$ cat src/rtl/seg_scan_display.sv
// Multiplexed seven-segment driver: shadows a hex word, scans DIGITS digits with one-hot active-low AN.
// Outputs are registered one cycle after idx/shadow/dp/blank_mask. No backpressure; freeze holds the shadow.
// Optional SEG_LEADING_ZERO_BLANK_EN darkens digits above the most significant non-zero nibble.
module seg_scan_display #(
    parameter int DIGITS  = 8,
    parameter int CLK_DIV = 16,
    parameter int DIV_W   = 16
) (
    input  logic                  CLK,
    input  logic                  RST,
    input  logic [4*DIGITS-1:0]   data,
    input  logic                  load,
    input  logic                  freeze,
    input  logic [DIGITS-1:0]     dp,
    input  logic [DIGITS-1:0]     blank_mask,
    output logic [7:0]            SEG,
    output logic [DIGITS-1:0]     AN,
    output logic [3:0]            scan_idx
);

    logic [4*DIGITS-1:0] shadow_q, shadow_d;
    logic [DIV_W-1:0]    div_q, div_d;
    logic [3:0]          idx_q, idx_d;
    logic [7:0]          seg_q, seg_d;
    logic [DIGITS-1:0]   an_q, an_d;
    logic [3:0]          sidx_q;

    logic                tick;
    logic [DIGITS-1:0]   sel_oh;
    logic [3:0]          nib;
    logic                dp_sel;
    logic                blank_sel;
    logic                lz_blank;

    function automatic logic [6:0] decode(input logic [3:0] n);
        case (n)
            4'h0: decode = 7'h40;
            4'h1: decode = 7'h79;
            4'h2: decode = 7'h24;
            4'h3: decode = 7'h30;
            4'h4: decode = 7'h19;
            4'h5: decode = 7'h12;
            4'h6: decode = 7'h02;
            4'h7: decode = 7'h78;
            4'h8: decode = 7'h00;
            4'h9: decode = 7'h10;
            4'hA: decode = 7'h08;
            4'hB: decode = 7'h03;
            4'hC: decode = 7'h46;
            4'hD: decode = 7'h21;
            4'hE: decode = 7'h06;
            default: decode = 7'h0E;
        endcase
    endfunction

    always_comb begin
        tick     = (div_q == DIV_W'(CLK_DIV - 1));
        div_d    = tick ? '0 : div_q + 1'b1;
        idx_d    = idx_q;
        if (tick) begin
            idx_d = (idx_q == 4'(DIGITS - 1)) ? 4'd0 : idx_q + 4'd1;
        end
        shadow_d = (load && !freeze) ? data : shadow_q;
    end

    // Output stage reads the current idx/shadow, so a simultaneous load+tick shows up one edge later.
    always_comb begin
        sel_oh    = DIGITS'(1) << idx_q;
        nib       = 4'(shadow_q >> {idx_q, 2'b00});
        dp_sel    = |(dp & sel_oh);
        blank_sel = |(blank_mask & sel_oh);
`ifdef SEG_LEADING_ZERO_BLANK_EN
        lz_blank  = (idx_q != 4'd0) && ((shadow_q >> {idx_q, 2'b00}) == '0);
`else
        lz_blank  = 1'b0;
`endif
        seg_d     = (blank_sel || lz_blank) ? 8'hFF : {~dp_sel, decode(nib)};
        an_d      = ~sel_oh;
    end

    always_ff @(posedge CLK or negedge RST) begin
        if (!RST) begin
            shadow_q <= '0;
            div_q    <= '0;
            idx_q    <= '0;
            seg_q    <= 8'hFF;
            an_q     <= '1;
            sidx_q   <= '0;
        end else begin
            shadow_q <= shadow_d;
            div_q    <= div_d;
            idx_q    <= idx_d;
            seg_q    <= seg_d;
            an_q     <= an_d;
            sidx_q   <= idx_q;
        end
    end

    assign SEG      = seg_q;
    assign AN       = an_q;
    assign scan_idx = sidx_q;

endmodule

$ cat config.mk
export PLATFORM = sky130hd
export DESIGN_NAME = seg_scan_display
export DESIGN_NICKNAME = d
export VERILOG_FILES = /design/src/rtl/seg_scan_display.sv
export SDC_FILE = /design/constraint.sdc
export NUM_CORES = 1
export LEC_CHECK = 0
export CAP_MARGIN = 10
export CORE_AREA = 2 2 94 87
export DETAILED_ROUTE_END_ITERATION = 10
export DIE_AREA = 0 0 96 89
export PLACE_DENSITY_LB_ADDON = 0.1
export SYNTH_ARGS = -nofsm -noshare
export SYNTH_HDL_FRONTEND = slang
export SYNTH_SLANG_ARGS = --single-unit
export TNS_END_PERCENT = 30
$ cat constraint.sdc
create_clock -name CLK -period 2.15 [get_ports CLK]
set_input_delay 0.645 -clock CLK [delete_from_list [all_inputs] [get_ports CLK]]
set_output_delay 0.645 -clock CLK [all_outputs]
set_load 0.01 [all_outputs]
# Word level (Yosys, flattened, before mapping)
# Memories as Yosys holds them, arrays and structs flattened.
# Cells that the tools add are included.
# W data, S select, Z words.
# classes
add_sub_neg	2
n_eq_ne	2
shift	2
muxes	3
bitwise_logic	4
reduce_logical	4
# op_table
cell	n
$shr A32 B6 Y4	1
$add A16 B1 Y16 const B	1
$and A8 B8 Y8	2
$eq A16 B4 Y1 const B	1
$mux W16	1
$reduce_or A8 Y1	2
$mux W8	1
$not A8 Y8	1
$shl A1 B4 Y8 const A	1
$add A4 B1 Y4 const B	1
$eq A4 B3 Y1 const B	1
$mux W4	1
$logic_and A1 B1 Y1	1
$logic_not A1 Y1	1
$not A1 Y1	1
# totals
ff_bits	72
rom_bits	112
in_bits	52
elab_cells	24
memories	1
# mem_list
name	depth	word_bits	rd	rd_ports_with_merged_regs	write_ports	line	text
(no name shown)	16	7	1	0	0	36	case (n)

# Longest topological paths before layout
# Gate-level depths: netlist of run 1.
# logic_depth
depth_word	5
ltp_mapped	9
mapped_depth_nobuf	8

# Least setup slack after synthesis of run 1
# No wires, ideal clock.
# synth_path
path_kind	register -> register
start	reg idx_q[1]
end	reg seg_q[0] (netlist: SEG[0])
setup_time_ps	89
t_arrival_ps	2000
slack_ps	60
stages_incl_launch_ff	9
path_buffers	1
synth_period_minus_slack_ps	2090
path_cell_list	dfrtp_1 -> buf_6 -> mux4_2 -> nand2_1 -> a21oi_1 -> inv_1 -> ha_1 -> nor4b_1 -> a211oi_1
# synth_via
elab_chain_len	4
elab_cells_between_ends	6
# synth_rtl
element	line	text
from (decl)	23	logic [3:0] idx_q, idx_d;
from (signal assigned)	92	idx_q <= idx_d;
parallel branches: the longest is 3 deep, another holds $mem_v2 Z16 W7	n/a	
$mux W8 (*)	77	seg_d = (blank_sel || lz_blank) ? 8'hFF : {~dp_sel, decode(nib)};
named net seg_d[0]	24	logic [7:0] seg_q, seg_d;
to (signal assigned)	93	seg_q <= seg_d;
to (decl)	24	
# Mark *: on every way through the listed nets, which the timed path passes.
# A chain may end at the register's enable or synchronous reset.

# Final worst setup path of run 1
# layout_path
start	reg idx_q[1]
end	reg seg_q[3] (netlist: SEG[3])
# Same word-level chain as after synthesis.

==> results of run 1 <==
-- synth_stat cells (2+ instances only) --
cell       n
a21o_1     2
a21oi_1    5
a222oi_1   3
a22oi_1    2
and3_1     3
and4_1     2
buf_1      3
buf_4      3
buf_6      2
clkbuf_1   2
dfrtp_1   56
dfstp_2   16
ha_1      13
inv_1      4
mux2_1    27
mux2_2    11
mux2i_1    5
mux4_2     4
nand2_1   23
nand2b_1   4
nand3_1    7
nand4_1    3
nor2_1    13
nor2b_1    2
nor3_1     3
nor4_1     4
o21ai_1    3
o221ai_1   4
o22ai_1    2
xnor2_1   11
xor2_1     4
-- final cells by class --
type / instances / share of cell area [%]
clock buffer: 13 / 3.746
clock inverter: 3 / 0.3330
inverter: 5 / 0.4162
multi-input combinational: 175 / 33.46
sequential: 72 / 40.40
tap: 96 / 2.664
timing repair buffer: 86 / 18.98
-- sequential cells by signal (all words and copies together) (netlist names) --
signal,cells
idx_q,4
AN,8
SEG,8
div_q,16
scan_idx,4
shadow_q,32
-- path summary, 6_finish.rpt --
kind,end,startpoint,slack [ps],cells past startpoint
setup / recovery,SEG[3],idx_q[1],90,7
hold / removal,scan_idx[3],RST,260,1
setup reg to reg,SEG[3],idx_q[1],90,7
hold reg to reg,div_q[15],div_q[15],480,1
max in group asynchronous,shadow_q[18],RST,1240,2
min in group CLK,div_q[15],div_q[15],480,1
-- metrics by stage --
stage                     instances  total power (W)  util [%]
after floorplan                 263         0.001804         -
after global placement          434         0.002034     57.37
after detailed placement        434         0.002044     57.37
after CTS                       450         0.003048     59.83
after global routing            450         0.003183     60.37
final                           450         0.003022     60.37
-- placed cells by master, fill, tap and decap left out, types with 3 or more instances in the layout --
cell	Yosys	final
nand2_1	23	23
nand4_1	3	3
nor2_1	13	13
o21ai_1	3	3
ha_1	13	13
clkinv_2	0	3
a21oi_1	5	3
mux2i_1	5	5
nor4_1	4	4
mux2_2	11	11
buf_12	0	3
mux2_1	27	27
clkbuf_8	0	12
mux4_2	4	4
inv_1	4	3
xor2_1	4	4
buf_4	3	12
nor3_1	3	3
a222oi_1	3	3
o221ai_1	4	4
nand2b_1	4	4
nand3_1	7	7
dfrtp_1	56	56
dfstp_2	16	16
xnor2_1	11	11
clkdlybuf4s50_1	0	70
and3_1	3	3
-- worst max-delay path, cell delays in order, from the launching register on --
cell       delay (ps)
dfrtp_1           390
buf_12            140
mux4_2            510
nand2_1           130
a21oi_4            80
ha_1              250
a2111oi_2         400
a41oi_2            60
-- cells by family after synthesis --
family	after synthesis	share of synthesized area, %
DFF	72	53.97
xor gates and xnor gates	15	3.892
AOI/OAI and AO/OA	30	6.671
and+or+nand+nor	68	10.01
buffers and inverters	16	2.594
muxes	49	18.05
adders and majority gates	13	4.819
-- power groups by stage --
stage          sequential (W)  clock, W  combinational, W
3_5_place_dp          0.00156         0          0.000485
3_3_place_gp          0.00155         0          0.000481
2_1_floorplan         0.00156         0          0.000249
6_report              0.00153  0.000989          0.000500
5_1_grt               0.00155   0.00108          0.000553
4_1_cts               0.00153   0.00103          0.000488
-- layer usage --
metal	wire, um	part of all wire (%)
met1	3326	49
met5	0	0
met2	2888	43
met4	104	1.5
met3	451	6.7
-- timing repair --
item                       4_1_cts  5_1_grt
resized for setup                0        8
buffers inserted                 0        0
setup endpoints to repair        0        6
hold buffers                     0        0
==> impl_metrics.py, run 1 <==
metrics = {
    "timing": {
        "setup_slack_ps": 87.49,
        "fin_hold_ws_ps": 263.4,
        "finalHoldViolCount": 0,
        "finalCritPeriodShare_pct": 95.93,
        "rsz0062_at_grt": "yes",
        "final_max_slew_viol_count": 0,
        "finalSetupTns_ps": 0,
        "skew_ps": 8.137,
        "layout_min_cycle_time_ps": 2063,
        "tightest_slew_ps": 493.6,
        "finalSetupViolCount": 0,
        "max_slew_margin_pct": 67.10,
        "fmax_mhz": 484.8,
    },
    "synthesis": {
        "synthTopCellsByArea": "dfrtp_1, dfstp_2, mux2_1, ha_1, mux2_2",
        "ys_seq_area_share_pct": 53.97,
        "syn_inst": 263,
        "synth-seq-cells": 72,
        "synth_top_area_share_pct": 41.51,
        "ys.flop_type": "dfrtp_1",
        "ys_types": 48,
        "postSynthAreaPerCell_um2": 12.84,
        "syn_area_mm2": 0.003376,
        "synthArstFlopShare_pct": 100.0,
        "synth_largest_area_cell": "dfrtp_1",
        "postSynthNetCount": 328,
        "synth_edf_count": 0,
        "ys_warn_count": 0,
    },
    "cells_and_area": {
        "fin_nets": 414,
        "num_antenna_cells": 0,
        "layout-drive-gt1-share_pct": 21.47,
        "fillers": 626,
        "finish.instance_area_mm2": 0.004509,
        "ff_latch_area_mm2": 0.001822,
        "area_growth_pct": 33.58,
        "multiInputGateArea_mm2": 0.001509,
    },
    "power": {
        "pwr-share-seq_pct": 50.7,
        "p_leak_nw": 1.913,
        "switching_share_pct": 24.13,
        "p_clk_share_pct": 32.7,
        "p_switching_w": 0.0007292,
        "p_int_w": 0.002292,
        "combPwrFrac_pct": 16.6,
        "vdd_drop_max_v": 0.0004440,
        "power_density_mw_per_mm2": 670.1,
    },
    "placed_design": {
        "place_hpwl_mm": 4.864,
        "place_area_mm2": 0.004285,
        "gp_congestion": 0.8399,
        "port-buffer-count": 71,
        "dp_slack_ps": -111.7,
    },
    "route": {
        "ant_nets": 0,
        "drtIter0Drc": 77,
        "vias": 2316,
        "dr.pass1.iters": 4,
        "via_per_inst": 5.147,
        "wl_per_cell_um": 15.04,
        "drcViolationCount": 0,
        "wl_mm": 6.770,
    },
    "cts": {
        "root_buffer": "clkbuf_8",
        "cts_made_buffers": 9,
        "cts_buffer_depth": 2,
        "ctsHtreeMaxLevel": 3,
        "clkSlewWorstSetupHoldPaths_ps": 80,
        "cts_tree": "done",
        "clock_latency_ps": 340,
        "cts.sink_count": 72,
    },
    "critical_path": {
        "cp_max_fo": 8,
        "startpoint_type": "flip-flop",
        "cp_data_required_time_ps": 2400,
        "end_kind": "flip-flop",
        "cp.arrival_ps": 2320,
        "path_class": "flip-flop to flip-flop",
    },
    "floorplan": {
        "die-area_mm2": 0.008544,
        "core_area_mm2": 0.007470,
        "die_w_um": 96,
        "die_h_um": 89,
        "initial_core_util_pct": 45.19,
        "placementRows": 30,
        "ios": 72,
    },
    "run": {
        "cap_violations": 0,
    },
    "global_route": {
        "grt_max_degree": 53,
        "grt_pass1_wl_mm": 11.11,
        "grt_pass1_vias": 2285,
        "grtUsageMet3_pct": 4.806,
        "use_met2_pct": 25.44,
        "antenna_found_initial": 0,
        "grt-busiest-layer": "met2",
        "grt_util_all_layers_pct": 17.19,
        "grt_use_met1_pct": 24.14,
        "globalRouteOverflowTotal": 0,
    },
    "worst_hold_path": {
        "holdCritPathClass": "input pin to asynchronous set/reset pin",
    },
    "run_status": {
        "status": "completed",
    },
}
Note: power is estimated with default switching activity, not from simulation.
==> run 2, diff against run 1 <==
- RECOVER_POWER: unset -> 25
==> run 2 against run 1 <==
Maximum frequency unchanged. Non-clock buffer count unchanged. Cell count unchanged. Flip-flop and latch count is the same. Global-route usage stayed put. Via count unchanged. Die area unchanged. Sequential power hardly changed.
==> impl_metrics.py, run 2 (synthesis results as in run 1) <==
metrics = {
    "run_status": {
        "status": "completed",
    },
    "cts": {
        "root_buffer": "clkbuf_8",
        "ctsHtreeMaxLevel": 3,
        "cts.sink_count": 72,
        "cts_buffer_depth": 2,
        "cts_setup_buffers": 0,
        "clkSlewWorstSetupHoldPaths_ps": 80,
        "clock_latency_ps": 340,
        "cts_tree": "done",
        "cts_made_buffers": 9,
    },
    "power": {
        "p_leak_nw": 1.911,
        "switching_share_pct": 24.13,
        "pwr-share-seq_pct": 50.7,
        "p_int_w": 0.002292,
        "power_w": 0.003021,
        "vdd_drop_max_v": 0.0004440,
        "p_clk_share_pct": 32.7,
        "combPwrFrac_pct": 16.6,
        "power_density_mw_per_mm2": 670.2,
        "p_switching_w": 0.0007291,
    },
    "route": {
        "drtIter0Drc": 77,
        "drcViolationCount": 0,
        "via_per_inst": 5.147,
        "dr.pass1.iters": 4,
        "vias": 2316,
        "ant_nets": 0,
        "wl_mm": 6.769,
        "wl_per_cell_um": 15.04,
    },
    "critical_path": {
        "reg2reg_slack_ps": 90,
        "end_kind": "flip-flop",
        "cp_data_required_time_ps": 2400,
        "path_class": "flip-flop to flip-flop",
        "cp.arrival_ps": 2320,
        "startpoint_type": "flip-flop",
        "reg2reg_to": "SEG[3]",
        "reg2reg_from": "idx_q[1]",
        "cp_max_fo": 8,
        "rr_worst_depth": 7,
    },
    "global_route": {
        "grt_pass1_vias": 2285,
        "grt_max_degree": 53,
        "grt_pass1_wl_mm": 11.11,
        "globalRouteOverflowTotal": 0,
        "antenna_found_initial": 0,
        "grt_util_all_layers_pct": 17.19,
    },
    "worst_hold_path": {
        "min_to": "div_q[15]",
        "min_from": "div_q[15]",
        "holdCritPathClass": "flip-flop to flip-flop",
        "worst_hold_path.num_cells": 1,
    },
    "timing": {
        "skew_ps": 8.137,
        "finalSetupViolCount": 0,
        "finalHoldViolCount": 0,
        "tightest_slew_ps": 1182,
        "fmax_mhz": 484.8,
        "layout_min_cycle_time_ps": 2063,
        "finalSetupTns_ps": 0,
        "rsz0062_at_grt": "yes",
        "final_max_slew_viol_count": 0,
        "max_slew_margin_pct": 21.23,
        "finalCritPeriodShare_pct": 95.93,
    },
    "cells_and_area": {
        "layout-drive-gt1-share_pct": 21.19,
        "largest_reg_flops": 32,
        "top_regs": "shadow_q: 32 flops, div_q: 16 flops",
        "fin_nets": 414,
        "area_growth_pct": 33.54,
        "largest-register": "shadow_q",
        "final_common_cell": "clkdlybuf4s50_1",
        "num_antenna_cells": 0,
        "most-common-layout-cells": "clkdlybuf4s50_1, dfrtp_1, mux2_1",
    },
    "floorplan": {
        "die_h_um": 89,
        "initial_core_util_pct": 45.19,
        "core_area_mm2": 0.007470,
        "ios": 72,
        "placementRows": 30,
        "die_w_um": 96,
        "die-area_mm2": 0.008544,
    },
    "placed_design": {
        "gp_congestion": 0.8399,
        "port-buffer-count": 71,
        "place_hpwl_mm": 4.864,
    },
    "run": {
        "cap_violations": 0,
    },
}
## run 2: layer usage
layer	track usage [%]	share of wire, %	vias to the layer above
met5	0	0	-
met4	6.623	1.5	0
met3	4.806	6.6	10
met2	25.44	43	81
met1	24.14	49	1110
li1	-	-	1115
## run 2: worst max path at each step
stage / from / end / slack [ps] / cells after the start
finish: idx_q[1] / SEG[3] / 90 / 7
global route: idx_q[1] / SEG[3] / -20 / 7
CTS: idx_q[1] / SEG[2] / 5 / 7
detailed placement: blank_mask[1] / SEG[3] / -110 / 6
global placement: blank_mask[1] / SEG[3] / -70 / 6
floorplan: idx_q[1] / SEG[0] / 60 / 8
## run 2: worst max-delay path, stage by stage, from the launching register on
cell       delay [ps]
dfrtp_1           390
buf_12            140
mux4_2            510
nand2_1           130
a21oi_4            80
ha_1              250
a2111oi_2         400
a41oi_2            60
## run 2: repair_timing
action | CTS | global route
setup endpoints to repair | 0 | 6
hold buffers | 0 | 0
resized for setup | 0 | 8
## run 2: cell type report
type	instances	area (um2)
clock inverters	3	15.01
inverters	5	18.77
repair buffers	86	854.6
multi-input cells	175	1509
fillers	627	2962
clock buffers	13	168.9
flip-flops and latches	72	1822
well taps	96	120.1
## run 2: power by group through the flow
stage | combinational, W | sequential (W) | clock [W]
2_1_floorplan | 0.000249 | 0.00156 | 0
3_3_place_gp | 0.000481 | 0.00155 | 0
3_5_place_dp | 0.000485 | 0.00156 | 0
4_1_cts | 0.000488 | 0.00153 | 0.00103
5_1_grt | 0.000553 | 0.00155 | 0.00108
6_report | 0.000500 | 0.00153 | 0.000989
## run 2: through the flow
step	utilization (%)	instance area (um2)	setup WS (ps)	hold slack (ps)	cells
3_5_place_dp	57.37	4285	-111.7	468.4	434
5_1_grt	60.35	4508	-22.06	511.4	450
4_1_cts	59.83	4469	4.704	257.8	450
2_1_floorplan	-	3376	60.28	349.4	263
6_report	60.35	4508	87.49	482.1	450
3_3_place_gp	57.37	4285	-68.64	458.3	434
==> run 3, diff against run 2 <==
- CELL_PAD_IN_SITES_DETAIL_PLACEMENT: unset -> 0
- CELL_PAD_IN_SITES_GLOBAL_PLACEMENT: unset -> 1
- CORE_AREA: 2 2 94 87 -> 2 2 104 96
- DIE_AREA: 0 0 96 89 -> 0 0 106 98
==> run 3 against run 2 <==
Maximum frequency is 0.66% lower. Combinational power is 6.6% higher. Critical endpoint unchanged. Hold slack worse by 160 ps. Wire length is 6.1% higher. Clock power is 11% higher.
==> impl_metrics.py, run 3 (synthesis results as in run 1) <==
metrics = {
    "run_status": {
        "status": "completed",
    },
    "critical_path": {
        "cp_data_required_time_ps": 2400,
        "path_class": "flip-flop to flip-flop",
        "startpoint_type": "flip-flop",
        "crit_path_start": "idx_q[1]",
        "cp_max_fo": 8,
        "cp.arrival_ps": 2330,
        "reg2reg_from": "idx_q[1]",
        "end_kind": "flip-flop",
    },
    "cells_and_area": {
        "area_growth_pct": 37.92,
        "top_regs": "shadow_q: 32 flops, div_q: 16 flops",
        "largest_reg_flops": 32,
        "final_cells": 487,
        "final_core_util_pct": 49.52,
        "most-common-layout-cells": "clkdlybuf4s50_1, dfrtp_1, mux2_1",
        "layout-drive-gt1-share_pct": 24.38,
        "fillers": 846,
        "num_antenna_cells": 0,
        "fin_nets": 421,
        "largest-register": "shadow_q",
        "final_common_cell": "clkdlybuf4s50_1",
    },
    "floorplan": {
        "die-area_mm2": 0.01039,
        "core_area_mm2": 0.009402,
        "ios": 72,
        "initial_core_util_pct": 35.91,
        "placementRows": 34,
        "die_w_um": 106,
        "die_h_um": 98,
    },
    "global_route": {
        "grt_max_degree": 73,
        "antenna_found_initial": 0,
        "grt_pass1_wl_mm": 12.01,
        "globalRouteOverflowTotal": 0,
        "grt_pass1_vias": 2407,
        "grt_util_all_layers_pct": 14.73,
    },
    "route": {
        "ant_nets": 0,
        "dr.pass1.iters": 4,
        "via_per_inst": 4.776,
        "drtIter0Drc": 135,
        "vias": 2326,
        "wl_mm": 7.182,
        "drcViolationCount": 0,
        "wl_per_cell_um": 14.75,
    },
    "cts": {
        "cts_made_buffers": 9,
        "ctsHtreeMaxLevel": 3,
        "cts.sink_count": 72,
        "root_buffer": "clkbuf_8",
        "cts_tree": "done",
        "clkSlewWorstSetupHoldPaths_ps": 70,
        "clock_latency_ps": 340,
        "cts_buffer_depth": 2,
    },
    "timing": {
        "skew_ps": 5.740,
        "rsz0062_at_grt": "yes",
        "setup_slack_ps": 73.70,
        "fin_hold_ws_ps": 323.9,
        "finalHoldViolCount": 0,
        "fmax_mhz": 481.6,
        "tightest_slew_ps": 386.2,
        "final_max_slew_viol_count": 0,
        "max_slew_margin_pct": 74.26,
        "finalCritPeriodShare_pct": 96.57,
        "finalSetupViolCount": 0,
        "layout_min_cycle_time_ps": 2076,
    },
    "placed_design": {
        "gp_congestion": 0.7548,
        "dp_slack_ps": -130.6,
        "port-buffer-count": 71,
        "dp_cells": 468,
        "place_hpwl_mm": 5.145,
    },
    "power": {
        "power_density_mw_per_mm2": 680.6,
        "vdd_drop_max_v": 0.0003104,
        "power_w": 0.003169,
        "p_leak_nw": 1.956,
    },
    "run": {
        "cap_violations": 0,
    },
    "worst_hold_path": {
        "holdCritPathClass": "input pin to asynchronous set/reset pin",
    },
}
run 3: area by class of cell:
type	count	area, um2	share of cell area, %
Inverter	5	18.77	0.4031
Tap cell	126	157.7	3.386
Multi-Input combinational cell	175	1535	32.97
Timing Repair Buffer	93	912.1	19.59
Sequential cell	72	1824	39.18
Clock buffer	13	168.9	3.628
Clock inverter	3	38.79	0.8331
run 3: layer usage:
metal | routed length [um] | track usage (%) | up-vias
li1 | - | - | 1134
met1 | 3453 | 20.48 | 1116
met2 | 3185 | 22.08 | 68
met3 | 470 | 4.673 | 8
met4 | 72 | 4.555 | 0
met5 | 0 | 0 | -
run 3: what timing repair did:
| action | CTS | global route |
|---|---|---|
| endpoints found under the setup margin | 2 | 6 |
| setup buffers | 1 | 2 |
| pin swaps | 2 | 2 |
| hold endpoints to repair | 0 | 0 |
| gates resized for setup | 5 | 12 |
| hold buffers | 0 | 0 |
run 3: where the power goes:
group,leakage (nW),total (W),switching (W),internal [W]
Clock,0.107,0.00110,0.000478,0.000626
Sequential,0.854,0.00153,0.0000467,0.00148
Combinational,0.995,0.000533,0.000218,0.000315
Total,1.96,0.00317,0.000743,0.00243
run 3: path summary, 6_finish.rpt:
kind,end,slack (ps),depth (start not counted)
max,SEG[3],70,7
min,idx_q[2],320,2
max reg2reg,SEG[3],70,7
min reg2reg,div_q[0],480,1
max in group asynchronous,AN[4],1510,2
min in group CLK,div_q[0],480,1
run 3: per-stage QoR:
| stage | instance area, um2 | TNS, ps |
|---|---|---|
| after global routing | 4656 | -43.89 |
| after CTS | 4573 | 0 |
| after global placement | 4340 | -95.02 |
| final | 4656 | 0 |
| after detailed placement | 4340 | -195.8 |
| after floorplan | 3376 | 0 |
run 3: worst max-delay path, stage by stage, from the launching register on:
cell       delay (ps)
dfrtp_2           410
buf_6             160
mux4_2            520
nand2_1           130
a21oi_4            80
ha_1              270
a2111oi_4         340
a41oi_2            70
